==> src/rtl/store_buffer.sv <==
// Posted-write store buffer for the MEM stage.
// Stores are queued in a circular FIFO and drained in order whenever the
// shared memory port is granted. Loads are served from the youngest matching
// buffered store, or from data_mem when nothing in the buffer matches.
module store_buffer #(
  parameter int DEPTH = 4,
  parameter int AW    = 8,
  parameter int DW    = 16
) (
  input  logic          clock,
  input  logic          reset,
  input  logic          req_valid,
  input  logic          req_we,
  input  logic [AW-1:0] req_addr,
  input  logic [DW-1:0] req_wdata,
  output logic          stall,
  output logic          ld_valid,
  output logic [DW-1:0] ld_data,
  output logic          empty,
  input  logic          d_gnt,
  output logic          d_we,
  output logic [AW-1:0] d_addr,
  output logic [DW-1:0] d_dataout,
  input  logic [DW-1:0] d_datain
);

  localparam int PW = $clog2(DEPTH);
  localparam int CW = PW + 1;

  logic [AW-1:0] addr_q [DEPTH];
  logic [DW-1:0] data_q [DEPTH];
  logic [PW-1:0] rd_ptr;
  logic [PW-1:0] wr_ptr;
  logic [CW-1:0] count;

  logic          hit;
  logic [PW-1:0] hit_idx;
  logic          is_load;
  logic          is_store;
  logic          load_miss;
  logic          pop;
  logic          full;
  logic          coalesce;
  logic          enq;
  logic          ld_done;

  // Youngest-match search: walk oldest to youngest so the last hit wins.
  always_comb begin
    // NOTE: every combinational output gets a default first so no path
    // leaves it unassigned, which would otherwise infer a latch.
    hit     = 1'b0;
    hit_idx = '0;
    for (int i = 0; i < DEPTH; i++) begin
      if (CW'(i) < count && addr_q[rd_ptr + PW'(i)] == req_addr) begin
        hit     = 1'b1;
        hit_idx = rd_ptr + PW'(i);
      end
    end
  end

  // Request classification, drain decision and stall generation.
  always_comb begin
    is_load   = req_valid & ~req_we;
    is_store  = req_valid & req_we;
    full      = (count == CW'(DEPTH));
    load_miss = is_load & ~hit;
    // A missing load owns the port this cycle; a hitting load does not.
    pop       = d_gnt & (count != '0) & ~load_miss;
    // The head being popped cannot absorb new data: it is leaving now.
    coalesce  = is_store & hit & ~(pop & (hit_idx == rd_ptr));
    enq       = is_store & ~coalesce & (~full | pop);
    ld_done   = is_load & (hit | d_gnt);
    stall     = (is_store & ~coalesce & full & ~pop) | (load_miss & ~d_gnt);
  end

  // Memory port mux: load miss first, then head drain, otherwise quiet.
  always_comb begin
    d_we      = 1'b0;
    d_addr    = '0;
    d_dataout = '0;
    if (load_miss && d_gnt) begin
      d_addr = req_addr;
    end else if (pop) begin
      d_we      = 1'b1;
      d_addr    = addr_q[rd_ptr];
      d_dataout = data_q[rd_ptr];
    end
  end

  // FIFO pointers and occupancy.
  always_ff @(posedge clock or negedge reset) begin
    // NOTE: sequential state uses non-blocking assignments so every register
    // samples pre-edge values regardless of statement order.
    if (!reset) begin
      rd_ptr <= '0;
      wr_ptr <= '0;
      count  <= '0;
    end else begin
      if (pop) rd_ptr <= rd_ptr + 1'b1;
      if (enq) wr_ptr <= wr_ptr + 1'b1;
      case ({enq, pop})
        2'b10:   count <= count + 1'b1;
        2'b01:   count <= count - 1'b1;
        default: count <= count;
      endcase
    end
  end

  // Entry storage: enqueue at the tail or overwrite a coalescing entry.
  always_ff @(posedge clock) begin
    // NOTE: the entry array has no reset; count gates every read, so stale
    // contents are never observed and the array can map onto plain flops/RAM.
    if (coalesce) data_q[hit_idx] <= req_wdata;
    if (enq) begin
      addr_q[wr_ptr] <= req_addr;
      data_q[wr_ptr] <= req_wdata;
    end
  end

  // Registered load result, one cycle after the load is accepted.
  always_ff @(posedge clock or negedge reset) begin
    if (!reset) begin
      ld_valid <= 1'b0;
      ld_data  <= '0;
    end else begin
      ld_valid <= ld_done;
      if (ld_done) ld_data <= hit ? data_q[hit_idx] : d_datain;
    end
  end

  assign empty = (count == '0);

endmodule

==> config.mk <==
export PLATFORM = sky130hd
export DESIGN_NAME = store_buffer
export DESIGN_NICKNAME = d
export VERILOG_FILES = /design/src/rtl/store_buffer.sv
export SDC_FILE = /design/constraint.sdc
export NUM_CORES = 1
export LEC_CHECK = 0
export CORE_MARGIN = 3
export CORE_UTILIZATION = 45
export CTS_BUF_LIST = sky130_fd_sc_hd__clkbuf_4 sky130_fd_sc_hd__clkbuf_8
export DETAILED_ROUTE_END_ITERATION = 12
export PLACE_DENSITY = 0.68
export SYNTH_ARGS = -nofsm -noshare
export SYNTH_HDL_FRONTEND = slang
export SYNTH_SLANG_ARGS = --single-unit
==> constraint.sdc <==
create_clock -name clock -period 12.8 [get_ports clock]
set_input_delay 1.92 -clock clock [delete_from_list [all_inputs] [get_ports clock]]
set_output_delay 1.92 -clock clock [all_outputs]
set_load 0.01 [all_outputs]
======== Yosys cells after proc, flatten, opt, wreduce, memory -nomap -nowiden ========
Memory sizes are Yosys's and may differ from the RTL's.
Index checks and enable logic that the tools add are counted.
operators by class
  add/subtract/negate cells ............... 6
  magnitude comparators ................... 4
  eq/ne operators ......................... 8
  mux-type cells .......................... 23
  bitwise gates (word level) .............. 25
  reductions and logical operators ........ 9
operators with widths
  operator             count
  $mux 16              4
  $eq 8x8->1           4
  $mux 8               2
  $reduce_or 16->1     1
  $and 1x1->1          14
  $mux 1               11
  $mux 2               5
  $not 1->1            8
  $lt 1x3->1 const A   2
  $lt 2x3->1 const A   2
  $pmux 3 s2           1
  $logic_and 1x1->1    5
  $add 2x1->2 const B  2
  $add 2x2->2 const B  2
  $add 3x1->3 const B  1
  $eq 3x3->1 const B   1
  $logic_not 3->1      1
  $or 1x1->1           3
  $reduce_bool 3->1    1
  $sub 3x1->3 const B  1
  $eq 2x1->1 const B   1
  $eq 2x2->1           1
  $eq 2x2->1 const B   1
  $reduce_bool 2->1    1
storage, ports and cells
  flip-flop bits (word level) ............. 24
  RAM bits ................................ 96
  bits of input ports ..................... 45
  output and inout port bits .............. 44
  logic and storage cells ................. 82
  memories ................................ 2
memory list
  name    depth  bits a word  rd ports  clocked after memory_dff  write ports  RTL line  source
  data_q  4      16           2         0                         1            31        logic [DW-1:0] data_q [DEPTH];
  addr_q  4      8            4         0                         1            30        logic [AW-1:0] addr_q [DEPTH];

======== Depth between registers and ports, before layout ========
Gate-level depths: netlist (run 1).
An unclocked memory read counts as a cell.
  depth after elaboration ................. 21
  mapped depth ............................ 16

======== Worst setup path after synthesis (run 1) ========
OpenSTA, ideal clock, no wires.
  path type ............................... input to output
  start ................................... in req_addr[2]
  end ..................................... out d_dataout[10]
  data arrival time ....................... 4116 ps
  slack ................................... 6764 ps
  stages .................................. 10
  path through ............................ clkbuf_1 or3b_1 a2111oi_0 and2_1 buf_2 nor4_1 a21o_1 inv_2 clkbuf_1 and2_1
on the way
  word-level cells in the longest chain between the ends .. 12
  elaborated cells between the ends (all ways) .. 19
  classes of those cells .................. eq/ne (4); mux (6); bitwise (4); reduce/logical (5)
RTL lines
  element              RTL line  source
  start, declared      14        input logic [AW-1:0] req_addr,
  $eq 8x8->1           54        if (CW'(i) < count && addr_q[rd_ptr + PW'(i)] == req_addr) begin
  $logic_and 1x1->1    54
  $mux 1 (3 in a row)  54
  $mux 1 *             54
  $not 1->1 *          66        load_miss = is_load & ~hit;
  $and 1x1->1 *        66
  $not 1->1            68        pop = d_gnt & (count != '0) & ~load_miss;
  $and 1x1->1          68
  $mux 16              83        end else if (pop) begin
  $mux 16 *            81        if (load_miss && d_gnt) begin
  end, declared        23        output logic [DW-1:0] d_dataout,
Every way passes the cells marked *; elsewhere a longest branch is shown, timed or not.

======== Worst setup path after layout (run 1) ========
  start ................................... in req_addr[2]
  end ..................................... out d_addr[0]
on the way
  word-level cells in the longest chain between the ends .. 12
  elaborated cells between the ends (all ways) .. 19
  classes of those cells .................. eq/ne (4); mux (6); bitwise (4); reduce/logical (5)
RTL lines
  element              RTL line  source
  $eq 8x8->1           54
  $logic_and 1x1->1    54
  $mux 1 (3 in a row)  54
  $mux 1 *             54
  $not 1->1 *          66
  $and 1x1->1 *        66
  $not 1->1            68
  $and 1x1->1          68
  $mux 8               83
  $mux 8 *             81
  end, declared        22        output logic [AW-1:0] d_addr,
Marked as above.

==> impl_metrics.tcl, run 1 <==
set metrics [dict create \
    drc_errors 0 \
    syn_inst 667 \
    die_x_um 139.3 \
    crit_family "buffers and inverters" \
    fin_nets 773 \
    setup_violations 0 \
    fmax_mhz 126.6 \
    place_area_um2 8985 \
    die_y_um 139.3 \
    clkPwrFrac 0.194 \
    multiInputGateArea_um2 4128 \
    clock_skew_ns 0.01204 \
    final_core_util 0.5407 \
    hold_path.class "reg2reg" \
    maxCapViolations 0 \
    grt_pass1_wl_mm 34.57 \
    grt-ovfl-total 0 \
    wl_mm 22.08 \
    yosys_warnings 0 \
    place_ws_ns 4.921 \
    p_per_area_nw_per_um2 196.0 \
    wl_per_cell_um 23.09 \
    seqPwrFrac 0.305 \
    r2r-end "data_q[1][6]" \
    drive_gt1_frac 0.1628 \
    synth_fa_ha_area_frac 0.01253 \
    synth_area_leaders "edfxtp_1 (36%), mux4_2 (13%), dfrtp_1 (7.5%)" \
    worstSetupEndpoint "d_addr[0]" \
    cp.depth 11 \
    cts_setup_buffers 0 \
    synth-compound-area-share 0.1901 \
    synth_cell_type_count 69 \
    core_area_um2 17360 \
    synth_top_family_by_area "compound AO/OA/AOI/OAI gates" \
    p_sw_frac 0.3757 \
    p_leak_nw 3.281 \
    synthesis.nets 720 \
    peakVddDrop_mv 0.1001 \
    initial_core_util 0.4604 \
    cts_hold_buf 0 \
    cp_max_fo 34 \
    synth_ff_type "edfxtp_1" \
    r2r-start "rd_ptr[1]" \
    combPwrFrac 0.501 \
    rrSetupSlack_ns 6.52 \
    synth_top_area_cell "edfxtp_1" \
    rsz0062_at_grt "no" \
    io_buffers 88 \
    maxSlewViolCount 0 \
    vias 6239 \
    holdPathStages 2 \
    cts.sinks 120 \
    min_period_over_period 0.6173 \
    n_antenna_cell 0 \
    drtAntennaViolNets 0 \
    grt_pass1_vias 6368 \
    worstSetupEndpointType "output pin" \
    die_area_um2 19390 \
    clockRootBuffer "clkbuf_8" \
    cpMaxStageDelayCell "clkdlybuf4s50_1" \
    totalNegativeSetupSlack_ns 0 \
    max_slew_margin 0.2094 \
    syn_area_per_cell_um2 11.98 \
    arrival_ns 5.98 \
    antenna_found_initial 0 \
    synth-seq-cells 120 \
    synth_top_area_frac 0.3607 \
    dpl.hpwl_mm 14.07 \
    synth_simple_gate_area_share 0.09347 \
    clock_insertion_delay_worst_skew_ns 0.45 \
    run_status "finished, final reports clean" \
    synth.mux.area_fraction 0.1785 \
    syn_area_um2 7991 \
    worst-path-buf-inv 5 \
    cp_slowest_stage_delay_ns 0.62 \
    r2r_cells 10 \
    worstPathCellList "clkdlybuf4s50_1 -> or3b_1 -> a2111oi_0 -> and2_1 -> buf_4 -> nor4_2 -> buf_4 -> a21o_1 -> inv_2 -> a32o_1 -> clkdlybuf4s50_1" \
    cts_tree "yes" \
    design_area_um2 9385 \
    ios 89 \
    power_mw 1.840 \
    clk_pin_slew_worst_paths_ns 0.06 \
    hold_violations 0 \
    row_count 48 \
    area_delta_synth_final_pct 17.44 \
    synth_xor_area_frac 0.03836 \
    startpoint "req_addr[2]" \
    finalWorstSetupSlack_ns 4.899 \
    first_pass_iters 5 \
    gp_congestion 0.8712 \
    async_flop_share 0.2000 \
    cts_resized 0 \
    nFillCells 1422 \
    critPathRequiredTime_ns 10.88 \
    p_sw_mw 0.6913 \
    first_iter_violations 672 \
    grtUsageTotal 0.2256 \
    vias_per_cell 6.526 \
    yosysSeqAreaShare 0.4359 \
    min_period_ns 7.901 \
    critPathKind "in2out" \
    grt_max_degree 72 \
    worst_pin_slew_ns 1.182 \
    start_kind "input pin" \
    numCtsBuffers 17 \
    clock_path_buffers 2 \
    htreeDepth 4 \
    intPower_mw 1.148 \
    synth_edf_count 96 \
    seqCellArea_um2 3488 \
]
layer usage:
layer	track usage	vias to the layer above	routed length (um)
li1	-	2789	-
met1	0.3089	3122	9509
met2	0.3644	289	10630
met3	0.04605	39	1577
met4	0.07055	0	358
met5	0	-	0
synthesized netlist by cell type, types with 17 or more instances:
library cell   n
a21oi_1       21
and2_1        38
clkbuf_1      45
dfrtp_1       24
edfxtp_1      96
inv_1         23
mux2i_1       39
mux4_2        45
nand2_1       18
nor3_1        20
o21ai_1       18
o221ai_1      17
o22ai_1       30
o31ai_1       17
xnor2_1       27
through the flow:
stage	hold slack, ns	std cells
2_1_floorplan	0.5316	667
3_3_place_gp	0.4824	926
3_5_place_dp	0.4924	926
4_1_cts	0.5077	956
5_1_grt	0.5355	956
6_report	0.5059	956
layout by cell type, fill, tap and decap left out, types with 16 or more instances in the layout:
cell type	Yosys	routed
o31ai_1	17	17
o22ai_1	30	30
xnor2_1	27	27
o221ai_1	17	17
and3_1	16	16
a21oi_1	21	21
mux2i_1	39	39
a2bb2oi_1	16	16
inv_1	23	23
o21ai_1	18	17
dfrtp_1	24	22
nand2_1	18	17
and2_1	38	38
mux4_2	45	45
nor3_1	20	20
clkbuf_8	0	17
clkdlybuf4s50_1	0	88
edfxtp_1	96	96
final cells by class:
type	count	area share
clock buffer	18	0.02573
clock inverter	12	0.01693
inverter	25	0.009999
multi-input combinational	453	0.4398
sequential	120	0.3717
tap	225	0.03000
timing repair buffer	103	0.1059
sequential cells by signal, summed over array words and instances (netlist names):
name and count:
addr_q 32, count 3, data_q 64, ld_data 16, ld_valid 1, rd_ptr 2
wr_ptr 2
worst register-to-register path: cells and delay by family (launching register included):
family / cells / cell delay [ns]
multiplexers: 1 / 0.66
flip-flops: 1 / 0.34
buffers and inverters: 2 / 0.99
AO/OA/AOI/OAI: 4 / 2.18
AND/OR/NAND/NOR: 3 / 1.78
power by group through the flow:
stage / clock network (mW) / logic, mW / registers, mW
final: 0.357 / 0.921 / 0.562
after global routing: 0.380 / 0.987 / 0.571
after CTS: 0.361 / 0.918 / 0.561
after detailed placement: 0 / 0.910 / 0.569
after global placement: 0 / 0.889 / 0.563
after floorplan: 0 / 0.685 / 0.529
logic make-up after synthesis:
family                     Yosys count
AOI/OAI and AO/OA                  197
and+or+nand+nor                    127
DFF                                120
buffers and inverters               94
muxes                               86
xor gates and xnor gates            35
adders and majority gates            8
worst min path at each step:
stage | start | to
global route | ld_data[3] | ld_data[3]
finish | ld_data[12] | ld_data[12]
global placement | ld_data[14] | ld_data[14]
detailed placement | ld_data[3] | ld_data[3]
floorplan | ld_data[0] | ld_data[0]
CTS | ld_data[3] | ld_data[3]
Note: power is estimated with default switching activity, not from simulation.
==> run 2, diff against run 1 <==
clock period = 8.2 ns   (was 12.8 ns; I/O delays follow)
==> impl_metrics.tcl, run 2 (synthesis gave the netlist of run 1 again) <==
set metrics [dict create \
    min_period_over_period 0.8499 \
    worstSetupEndpointType "output pin" \
    critPathKind "reg2out" \
    htreeDepth 4 \
    top_layer "met4" \
    vias_per_cell 6.407 \
    reg.largest.list "data_q (64), addr_q (32), ld_data (16)" \
    max_slew_margin 0.2356 \
    area_delta_synth_final_pct 17.46 \
    io_buffers 88 \
    p_leak_nw 3.287 \
    critPathRequiredTime_ns 6.97 \
    cts_setup_buffers 0 \
    cts_tree "yes" \
    hold_path.class "reg2reg" \
    setup_violations 0 \
    cts.sinks 120 \
    ios 89 \
    numCtsBuffers 17 \
    grtUsageTotal 0.2207 \
    regMostFlops "data_q" \
    initial_core_util 0.4604 \
    arrival_ns 5.74 \
    cts_resized 0 \
    grt_pass1_vias 5997 \
    nFillCells 1433 \
    clock_insertion_delay_worst_skew_ns 0.44 \
    p_per_area_nw_per_um2 302.5 \
    clock_path_buffers 2 \
    clock_skew_ns 0.01097 \
    worstPathCellList "buf_4 -> mux4_2 -> xor2_1 -> a2111oi_0 -> and2_1 -> nor4_2 -> buf_4 -> a21o_1 -> inv_2 -> a32o_1 -> clkdlybuf4s50_1" \
    fmax_mhz 143.5 \
    cp_max_fo 39 \
    die_y_um 139.3 \
    clockRootBuffer "clkbuf_8" \
    final_cell_mix "edfxtp_1 (96), clkdlybuf4s50_1 (88), mux4_2 (45)" \
    layout_commonest_cell "edfxtp_1" \
    dpl.hpwl_mm 13.78 \
    final_core_util 0.5408 \
    cpMaxStageDelayCell "dfrtp_2" \
    antenna_found_initial 0 \
    core_area_um2 17360 \
    worst_pin_slew_ns 1.144 \
    maxSlewViolCount 0 \
    wl_met2_mm 9.891 \
    row_count 48 \
    first_iter_violations 651 \
    grt-ovfl-total 0 \
    start_kind "register" \
    cts_hold_buf 0 \
    drc_errors 0 \
    crit_top_cell "buf_4" \
    hold_ws_ns 0.5049 \
    drive_gt1_frac 0.1676 \
    grt_max_degree 73 \
    cp_slowest_stage_delay_ns 1.05 \
    vias 6144 \
    n_antenna_cell 0 \
    clk_pin_slew_worst_paths_ns 0.07 \
    wl_met3_mm 1.374 \
    wl_per_cell_um 22.20 \
    drtAntennaViolNets 0 \
    design_area_um2 9387 \
    min_period_ns 6.969 \
    hold_violations 0 \
    totalNegativeSetupSlack_ns 0 \
    gp_congestion 0.9059 \
    die_area_um2 19390 \
    peakVddDrop_mv 0.1340 \
    place_area_um2 8992 \
    fin_nets 774 \
    wl_mm 21.29 \
    grt_pass1_wl_mm 34.06 \
    wl_met1_mm 9.541 \
    die_x_um 139.3 \
    run_status "finished, final reports clean" \
    first_pass_iters 5 \
    maxCapViolations 0 \
    rsz0062_at_grt "no" \
    largest_register_ffs 64 \
]
## run 2: worst paths after layout
check,startpoint,to,slack [ns],cells after the start
worst max-delay path,rd_ptr[1],d_addr[0],1.23,11
worst min-delay path,ld_data[1],ld_data[1],0.50,2
worst max register to register,rd_ptr[1],data_q[2][7],1.74,12
worst min register to register,ld_data[1],ld_data[1],0.50,2
max in group asynchronous,reset,rd_ptr[0],5.99,1
min in group asynchronous,reset,count[0],1.39,1
## run 2: worst max-delay path: cells and delay by family, from the launching register on
family          cells  cell delay (ns)
xor+xnor            1             0.16
buf+inv             4             1.64
flops               1             1.05
mux                 1             0.55
simple gates        2             0.87
compound gates      3             0.98
## run 2: per-layer routing
metal	GRT usage	vias up
li1	-	2801
met1	0.3188	3045
met2	0.3382	257
met3	0.03986	41
met4	0.07518	0
met5	0	-
## run 2: per-stage QoR
stage,worst slack [ns],instances,total power [mW]
finish,1.231,959,2.840
global route,0.9556,959,3.002
CTS,1.233,959,2.852
detailed placement,1.559,927,2.300
global placement,1.634,927,2.265
floorplan,3.544,667,1.895
## run 2: layout make-up
class	instances	area [um^2]	area share
clock buffers	21	264.0	0.02813
multi-input cells	453	4128	0.4397
well taps	225	281.5	0.02999
clock inverters	11	130.1	0.01386
repair buffers	104	1001	0.1066
flip-flops and latches	120	3488	0.3716
inverters	25	93.84	0.009997
## run 2: power breakdown
group          total, mW  leakage, nW  internal (mW)  switching, mW
clock              0.544        0.206          0.309          0.235
combinational       1.38         1.92          0.710          0.668
sequential         0.917         1.17          0.756          0.161
